**config.mk**
```make
export PLATFORM = sky130hd
export DESIGN_NAME = alu_core_pipe_flat
export DESIGN_NICKNAME = d
export VERILOG_FILES = /design/src/rtl/alu_core_pipe_if.sv /design/src/rtl/alu_core_pipe.sv /design/src/flat_wrapper.sv
export SDC_FILE = /design/constraint.sdc
export NUM_CORES = 1
export LEC_CHECK = 0
export ABC_AREA = 1
export ABC_CLOCK_PERIOD_IN_PS = 4200
export CORE_ASPECT_RATIO = 1.4
export CORE_MARGIN = 1
export CORE_UTILIZATION = 45
export CTS_BUF_LIST = sky130_fd_sc_hd__clkbuf_16
export CTS_CLUSTER_SIZE = 25
export DETAILED_ROUTE_END_ITERATION = 12
export PLACE_DENSITY = 0.63
export REMOVE_ABC_BUFFERS = 1
export SYNTH_ARGS = -nofsm -noshare
export SYNTH_HDL_FRONTEND = slang
export SYNTH_SLANG_ARGS = --single-unit
```
**constraint.sdc**
```tcl
create_clock -name i_CLK -period 4.2 [get_ports i_CLK]
set_input_delay 0.84 -clock i_CLK [delete_from_list [all_inputs] [get_ports i_CLK]]
set_output_delay 0.84 -clock i_CLK [all_outputs]
set_load 0.03 [all_outputs]
```
**src/rtl/alu_core_pipe_if.sv**
```systemverilog
// Instruction and result ports of alu_core_pipe. Both sides are valid/ready:
// a beat transfers on a rising edge where valid && ready; a producer must hold
// its payload stable while valid is high and ready is low.
interface alu_core_pipe_if #(
    parameter int DATA_WIDTH = 8
);
    logic [31:0]           i_instr;
    logic                  i_valid;
    logic                  o_ready;
    logic [DATA_WIDTH-1:0] o_data1;
    logic                  o_valid1;
    logic                  i_ready1;
    logic [1:0]            o_flags;
    logic [4:0]            o_rd;
    logic                  o_err;

    modport master (
        output i_instr, i_valid, i_ready1,
        input  o_ready, o_data1, o_valid1, o_flags, o_rd, o_err
    );

    modport slave (
        input  i_instr, i_valid, i_ready1,
        output o_ready, o_data1, o_valid1, o_flags, o_rd, o_err
    );
endinterface

```
**src/rtl/alu_core_pipe.sv**
```systemverilog
// Two-stage ALU: S1 holds one issued instruction, EX reads the register file,
// computes and retires into a back-pressurable output register.
module alu_core_pipe #(
    parameter int DATA_WIDTH = 8,
    parameter int REG_COUNT  = 32
) (
    input  logic           i_CLK,
    input  logic           i_RSTn,
    alu_core_pipe_if.slave bus
);
    localparam logic [3:0] OP_ADD  = 4'd0;
    localparam logic [3:0] OP_SUB  = 4'd1;
    localparam logic [3:0] OP_AND  = 4'd2;
    localparam logic [3:0] OP_OR   = 4'd3;
    localparam logic [3:0] OP_XOR  = 4'd4;
    localparam logic [3:0] OP_SHL  = 4'd5;
    localparam logic [3:0] OP_SHR  = 4'd6;
    localparam logic [3:0] OP_LDI  = 4'd7;
    localparam logic [3:0] OP_ADDI = 4'd8;

    logic                  s1_valid_q, s1_valid_d;
    logic [31:0]           s1_instr_q, s1_instr_d;
    logic [DATA_WIDTH-1:0] rf_q [1:REG_COUNT-1];

    logic                  out_valid_q, out_valid_d;
    logic [DATA_WIDTH-1:0] out_data_q, out_data_d;
    logic [1:0]            out_flags_q, out_flags_d;
    logic [4:0]            out_rd_q, out_rd_d;
    logic                  out_err_q, out_err_d;

    logic [3:0]            op;
    logic [4:0]            rd, rs1, rs2;
    logic [12:0]           imm;
    logic [DATA_WIDTH-1:0] op_a, op_b, imm_t;
    logic [DATA_WIDTH:0]   add_w, sub_w, addi_w;
    logic                  shift_big;
    logic [DATA_WIDTH-1:0] alu_res;
    logic                  alu_c, alu_err;
    logic                  ready, accept, retire, rf_we;

    assign op    = s1_instr_q[31:28];
    assign rd    = s1_instr_q[27:23];
    assign rs1   = s1_instr_q[22:18];
    assign rs2   = s1_instr_q[17:13];
    assign imm   = s1_instr_q[12:0];
    assign imm_t = DATA_WIDTH'(imm);

    // R0 and indices beyond REG_COUNT have no storage and read as zero.
    always_comb begin
        op_a = '0;
        op_b = '0;
        for (int i = 1; i < REG_COUNT; i++) begin
            if (rs1 == 5'(i)) op_a = rf_q[i];
            if (rs2 == 5'(i)) op_b = rf_q[i];
        end
    end

    assign add_w     = {1'b0, op_a} + {1'b0, op_b};
    assign sub_w     = {1'b0, op_a} - {1'b0, op_b};
    assign addi_w    = {1'b0, op_a} + {1'b0, imm_t};
    assign shift_big = 32'(op_b) >= DATA_WIDTH;

    always_comb begin
        alu_res = '0;
        alu_c   = 1'b0;
        alu_err = 1'b0;
        case (op)
            OP_ADD:  begin alu_res = add_w[DATA_WIDTH-1:0];  alu_c = add_w[DATA_WIDTH];  end
            OP_SUB:  begin alu_res = sub_w[DATA_WIDTH-1:0];  alu_c = sub_w[DATA_WIDTH];  end
            OP_AND:  alu_res = op_a & op_b;
            OP_OR:   alu_res = op_a | op_b;
            OP_XOR:  alu_res = op_a ^ op_b;
            OP_SHL:  alu_res = shift_big ? '0 : (op_a << op_b);
            OP_SHR:  alu_res = shift_big ? '0 : (op_a >> op_b);
            OP_LDI:  alu_res = imm_t;
            OP_ADDI: begin alu_res = addi_w[DATA_WIDTH-1:0]; alu_c = addi_w[DATA_WIDTH]; end
            default: alu_err = 1'b1;
        endcase
    end

    assign ready  = !s1_valid_q || !out_valid_q || bus.i_ready1;
    assign accept = bus.i_valid && ready;
    assign retire = s1_valid_q && (!out_valid_q || bus.i_ready1);
    assign rf_we  = retire && !alu_err && (rd != 5'd0);

    always_comb begin
        s1_valid_d  = s1_valid_q;
        s1_instr_d  = s1_instr_q;
        out_valid_d = out_valid_q;
        out_data_d  = out_data_q;
        out_flags_d = out_flags_q;
        out_rd_d    = out_rd_q;
        out_err_d   = out_err_q;
        if (retire) s1_valid_d = 1'b0;
        if (accept) begin
            s1_valid_d = 1'b1;
            s1_instr_d = bus.i_instr;
        end
        if (out_valid_q && bus.i_ready1) out_valid_d = 1'b0;
        if (retire) begin
            out_valid_d = 1'b1;
            out_data_d  = alu_res;
            out_flags_d = alu_err ? 2'b00 : {alu_c, alu_res == '0};
            out_rd_d    = rd;
            out_err_d   = alu_err;
        end
    end

    always_ff @(posedge i_CLK or negedge i_RSTn) begin
        if (!i_RSTn) begin
            s1_valid_q  <= 1'b0;
            s1_instr_q  <= '0;
            out_valid_q <= 1'b0;
            out_data_q  <= '0;
            out_flags_q <= '0;
            out_rd_q    <= '0;
            out_err_q   <= 1'b0;
        end else begin
            s1_valid_q  <= s1_valid_d;
            s1_instr_q  <= s1_instr_d;
            out_valid_q <= out_valid_d;
            out_data_q  <= out_data_d;
            out_flags_q <= out_flags_d;
            out_rd_q    <= out_rd_d;
            out_err_q   <= out_err_d;
        end
    end

    // Write lands on the retiring edge, so the next instruction in S1 sees it.
    always_ff @(posedge i_CLK or negedge i_RSTn) begin
        if (!i_RSTn) begin
            for (int i = 1; i < REG_COUNT; i++) rf_q[i] <= '0;
        end else if (rf_we) begin
            for (int i = 1; i < REG_COUNT; i++) begin
                if (rd == 5'(i)) rf_q[i] <= alu_res;
            end
        end
    end

    assign bus.o_ready  = ready;
    assign bus.o_valid1 = out_valid_q;
    assign bus.o_data1  = out_data_q;
    assign bus.o_flags  = out_flags_q;
    assign bus.o_rd     = out_rd_q;
    assign bus.o_err    = out_err_q;
endmodule

```
**src/flat_wrapper.sv**
```systemverilog
// flat-port wrapper written by rule: the top's interface ports become plain ports
module alu_core_pipe_flat 
#(
    parameter int DATA_WIDTH = 8,
    parameter int REG_COUNT  = 32
)
  (i_CLK, i_RSTn, bus_i_instr, bus_i_valid, bus_i_ready1, bus_o_ready, bus_o_data1, bus_o_valid1, bus_o_flags, bus_o_rd, bus_o_err);
  alu_core_pipe_if #(.DATA_WIDTH(DATA_WIDTH)) bus_i ();
  input  logic i_CLK;
  input  logic i_RSTn;
  input wire logic [$bits(bus_i.i_instr)-1:0] bus_i_instr;
  input wire logic [$bits(bus_i.i_valid)-1:0] bus_i_valid;
  input wire logic [$bits(bus_i.i_ready1)-1:0] bus_i_ready1;
  output wire logic [$bits(bus_i.o_ready)-1:0] bus_o_ready;
  output wire logic [$bits(bus_i.o_data1)-1:0] bus_o_data1;
  output wire logic [$bits(bus_i.o_valid1)-1:0] bus_o_valid1;
  output wire logic [$bits(bus_i.o_flags)-1:0] bus_o_flags;
  output wire logic [$bits(bus_i.o_rd)-1:0] bus_o_rd;
  output wire logic [$bits(bus_i.o_err)-1:0] bus_o_err;
  assign bus_i.i_instr = bus_i_instr;
  assign bus_i.i_valid = bus_i_valid;
  assign bus_i.i_ready1 = bus_i_ready1;
  assign bus_o_ready = bus_i.o_ready;
  assign bus_o_data1 = bus_i.o_data1;
  assign bus_o_valid1 = bus_i.o_valid1;
  assign bus_o_flags = bus_i.o_flags;
  assign bus_o_rd = bus_i.o_rd;
  assign bus_o_err = bus_i.o_err;
  alu_core_pipe #(.DATA_WIDTH(DATA_WIDTH), .REG_COUNT(REG_COUNT)) u_core (.i_CLK(i_CLK), .i_RSTn(i_RSTn), .bus(bus_i));
endmodule
```
==> results of run 1 <==
==> registers in the layout (all words and copies together), names as in the netlist <==
register,cells
u_core.bus.o_rd,5
u_core.s1_valid_q,1
u_core.s1_instr_q,27
u_core.bus.o_err,1
u_core.bus.o_flags,2
u_core.bus.o_valid1,1
u_core.rf_q,248
u_core.bus.o_data1,8
==> worst reg2reg max path: cells and delay by family (launching register included) <==
kind | cells | cell delay (ns)
compound gates | 4 | 0.63
fa+ha+maj | 1 | 0.26
buf+inv | 8 | 1.20
simple gates | 26 | 2.49
flops | 1 | 0.48
==> cells in the final DEF (no fill, tap or decap), types with 6 or more instances in the layout <==
cell type / instances
a21oi_1: 127
a21oi_2: 14
buf_12: 31
buf_16: 6
buf_4: 393
buf_6: 43
clkbuf_16: 36
clkdlybuf4s50_1: 47
clkinv_1: 13
clkinv_2: 8
dfrtp_1: 289
ha_1: 16
ha_4: 16
inv_1: 284
inv_2: 35
inv_4: 12
mux2_2: 8
nand2_1: 792
nand2_2: 79
nand2_4: 18
nand3_1: 95
nand3_2: 35
nand3_4: 7
nand3b_1: 7
nand4_1: 74
nor2_1: 189
nor2_2: 28
nor2_4: 38
nor3_1: 12
o21ai_0: 61
o21ai_1: 162
o21ai_2: 46
or2_2: 37
==> layer usage <==
| layer | vias up | wire (microns) |
|---|---|---|
| met5 | - | 0 |
| met4 | 0 | 4820 |
| met2 | 802 | 34700 |
| met3 | 251 | 4120 |
| li1 | 9389 | - |
| met1 | 9517 | 28600 |
==> cells in the mapped netlist (all sizes together) <==
| master | number | area share |
|---|---|---|
| a31oi | 1 | 0.00035 |
| a22oi | 1 | 0.00042 |
| xor2 | 1 | 0.00049 |
| o221ai | 1 | 0.00049 |
| a211oi | 3 | 0.0012 |
| nand3b | 7 | 0.0029 |
| o2bb2ai | 1 | 0.00049 |
| fa | 1 | 0.0011 |
| o2111ai | 2 | 0.00097 |
| nand3 | 137 | 0.040 |
| or2 | 39 | 0.014 |
| nor3 | 17 | 0.0053 |
| a21oi | 146 | 0.041 |
| clkbuf | 22 | 0.0046 |
| ha | 33 | 0.023 |
| mux2 | 11 | 0.0069 |
| o31ai | 4 | 0.0017 |
| clkinv | 8 | 0.0017 |
| nand4 | 81 | 0.031 |
| o21ai | 271 | 0.075 |
| a221oi | 6 | 0.0029 |
| inv | 326 | 0.068 |
| buf | 61 | 0.019 |
| nand2 | 890 | 0.19 |
| nor2 | 255 | 0.060 |
| o22ai | 5 | 0.0017 |
| dfrtp | 293 | 0.41 |
| o211ai | 4 | 0.0017 |
| a21boi | 2 | 0.00083 |
| o21bai | 4 | 0.0017 |
==> cell families (layout without fill, tap and decap cells) <==
family	count (synthesis)	in the layout
and+or+nand+nor	1426	1426
AOI/OAI and AO/OA	451	451
buffers and inverters	417	919
DFF	293	293
adders and majority gates	34	34
muxes	11	11
xor gates and xnor gates	1	1
==> worst paths after layout <==
path,start,end,slack (ns),depth (start not counted)
worst max-delay path,u_core.s1_instr_q[19]$_DFFE_PN0P_,u_core.rf_q[20]$_DFFE_PN0P_,-1.00,39
worst min-delay path,i_RSTn,u_core.rf_q[132]$_DFFE_PN0P_,0.40,1
worst max register to register,u_core.s1_instr_q[19]$_DFFE_PN0P_,u_core.rf_q[20]$_DFFE_PN0P_,-1.00,39
worst min register to register,u_core.bus.o_data1[4]$_DFFE_PN0P_,u_core.bus.o_data1[4]$_DFFE_PN0P_,0.48,2
max in group asynchronous,i_RSTn,u_core.s1_instr_q[2]$_DFFE_PN0P_,2.80,2
min in group i_CLK,u_core.bus.o_data1[4]$_DFFE_PN0P_,u_core.bus.o_data1[4]$_DFFE_PN0P_,0.48,2
==> repair_timing <==
item / in CTS / in global routing
endpoints found under the setup margin: 258 / 258
pin swaps: 65 / 121
setup buffers: 48 / 46
gates cloned: 7 / 1
endpoints found under the hold margin: 0 / 0
gates resized for setup: 164 / 329
==> per-stage QoR <==
stage	hold slack, ns	setup TNS [ns]	utilization	power, mW	cell area (sq um)
after detailed placement	0.476	-224.20	0.555	9.52	21900
after global routing	0.478	-235.70	0.648	15.1	25600
final	0.399	-175.58	0.648	14.5	25600
after floorplan	0.453	-50.12	-	6.56	17600
after global placement	0.468	-220.44	0.555	9.47	21900
after CTS	0.445	-165.64	0.613	13.4	24200
==> final cells by class <==
| class | count | area share |
|---|---|---|
| well taps | 528 | 0.0258 |
| repair buffers | 524 | 0.186 |
| inverters | 334 | 0.0505 |
| flip-flops and latches | 293 | 0.287 |
| clock buffers | 35 | 0.0342 |
| clock inverters | 26 | 0.00865 |
| multi-input cells | 1923 | 0.408 |
==> power breakdown <==
group,internal [mW],switching [mW]
Clock,1.76,1.26
Combinational,3.30,4.21
Sequential,3.46,0.476
Total,8.52,5.94
==> impl_metrics.py, run 1 <==
metrics = {
    "sta": {
        "setup_viol": 258,
        "slew_viol_final": 0,
        "worst_slew_pin_slew_ns": 1.08,
        "fmax_mhz": 192,
        "post-route-min-period_ns": 5.20,
        "finalCritPeriodShare": 1.24,
        "rsz0062_at_grt": "yes",
        "slew_headroom": 0.276,
        "setup_slack_ns": -1.00,
        "hold_viol_final": 0,
        "clock-skew-final_ns": 0.0245,
    },
    "critical_path": {
        "crit_top_cell": "nand2_1",
        "cp_num_buf_inv": 8,
        "cp_max_fo": 8,
        "cp.required_ns": 4.59,
        "crit_path_max_incr_delay_ns": 0.48,
        "cp_top_family": "simple AND/OR/NAND/NOR gates",
        "slowest_stage": "dfrtp_2",
        "crit_type": "register to register",
        "arrival_ns": 5.59,
        "start_kind": "register",
        "end_kind": "register",
    },
    "synth": {
        "synth-xor-area-share": 0.000485,
        "synth_top_family_by_area": "simple AND/OR/NAND/NOR gates",
        "yosys_warnings": 0,
        "synth_compound_area_frac": 0.131,
        "yosys.area_share.simple": 0.339,
        "avgSynthCellArea_sq_um": 6.86,
        "synthAdderAreaFrac": 0.0240,
        "yosysSeqAreaShare": 0.406,
        "synthCells": 2633,
        "synth.area.mux_share": 0.00686,
        "ys_seq_elements": 293,
        "synth_cell_type_count": 49,
        "syn_area_sq_mm": 0.0181,
    },
    "power_and_ir_drop": {
        "powerDensity_mw_per_mm2": 565,
        "p_leak_nw": 12.2,
        "ir_drop_v": 0.000345,
    },
    "detailed_routing": {
        "drt-initial-drc-count": 1633,
        "avgViaCountPerCell": 5.45,
        "avgRoutedWirePerCell_microns": 19.7,
        "first_pass_iters": 6,
        "postRouteAntennaNets": 0,
        "wl_mm": 72.2,
        "vias": 19959,
        "drc_errors": 0,
    },
    "place": {
        "gp_routability_congestion": 1.00,
        "pre_cts_slack_ns": -1.13,
        "dp_hpwl_mm": 51.9,
        "placed_cells": 3507,
        "portBuffers": 48,
    },
    "clock_tree": {
        "clock_sinks": 293,
        "cts.path.max_buffers": 3,
        "worstSkewPairLatency_ns": 0.54,
        "root_buffer": "clkbuf_16",
        "path_clk_slew_ns": 0.06,
        "ctsHoldBuffers": 0,
        "cts_buffers": 34,
        "cts_tree": "done",
        "htreeDepth": 2,
    },
    "run_status": {
        "violations": "setup timing",
        "status": "finished with violations",
    },
    "floorplanning": {
        "rows": 86,
        "start_util": 0.457,
        "die_width_microns": 171,
        "die_height_microns": 239,
        "core_area_sq_mm": 0.0395,
        "io_pins": 54,
        "die-area_sq_mm": 0.0409,
    },
    "finish": {
        "final_cells": 3663,
        "final.fill_count": 3570,
        "syn_to_final_growth_pct": 41.7,
        "layout-drive-gt1-share": 0.300,
        "ff_latch_area_sq_mm": 0.00734,
        "antenna_cells": 0,
        "finalNetCount": 3180,
        "multi_input_area_sq_mm": 0.0105,
    },
    "hold_path": {
        "hold_path.class": "input pin to asynchronous set/reset pin",
    },
    "global_routing": {
        "grt.busiest_layer": "met2",
        "grtUsageTotal": 0.349,
        "globalRouteOverflowTotal": 0,
        "antenna_found_initial": 0,
        "grt_pass1_vias": 19179,
        "use_met2": 0.582,
        "grt_use_met3": 0.0414,
        "grt_max_degree": 114,
        "met1_usage": 0.431,
        "grt_first_pass_wirelength_mm": 108,
    },
    "flow_run": {
        "maxCapViolCount": 0,
    },
}
(Power assumes the default switching activity.)
==> run 2: changes to the inputs <==
Settings changed: CORE_MARGIN 1 to not set, SETUP_SLACK_MARGIN set to 0.02.
==> results of run 2 <==
Same layout as run 1: the final DEF is identical, and so are final timing and power.
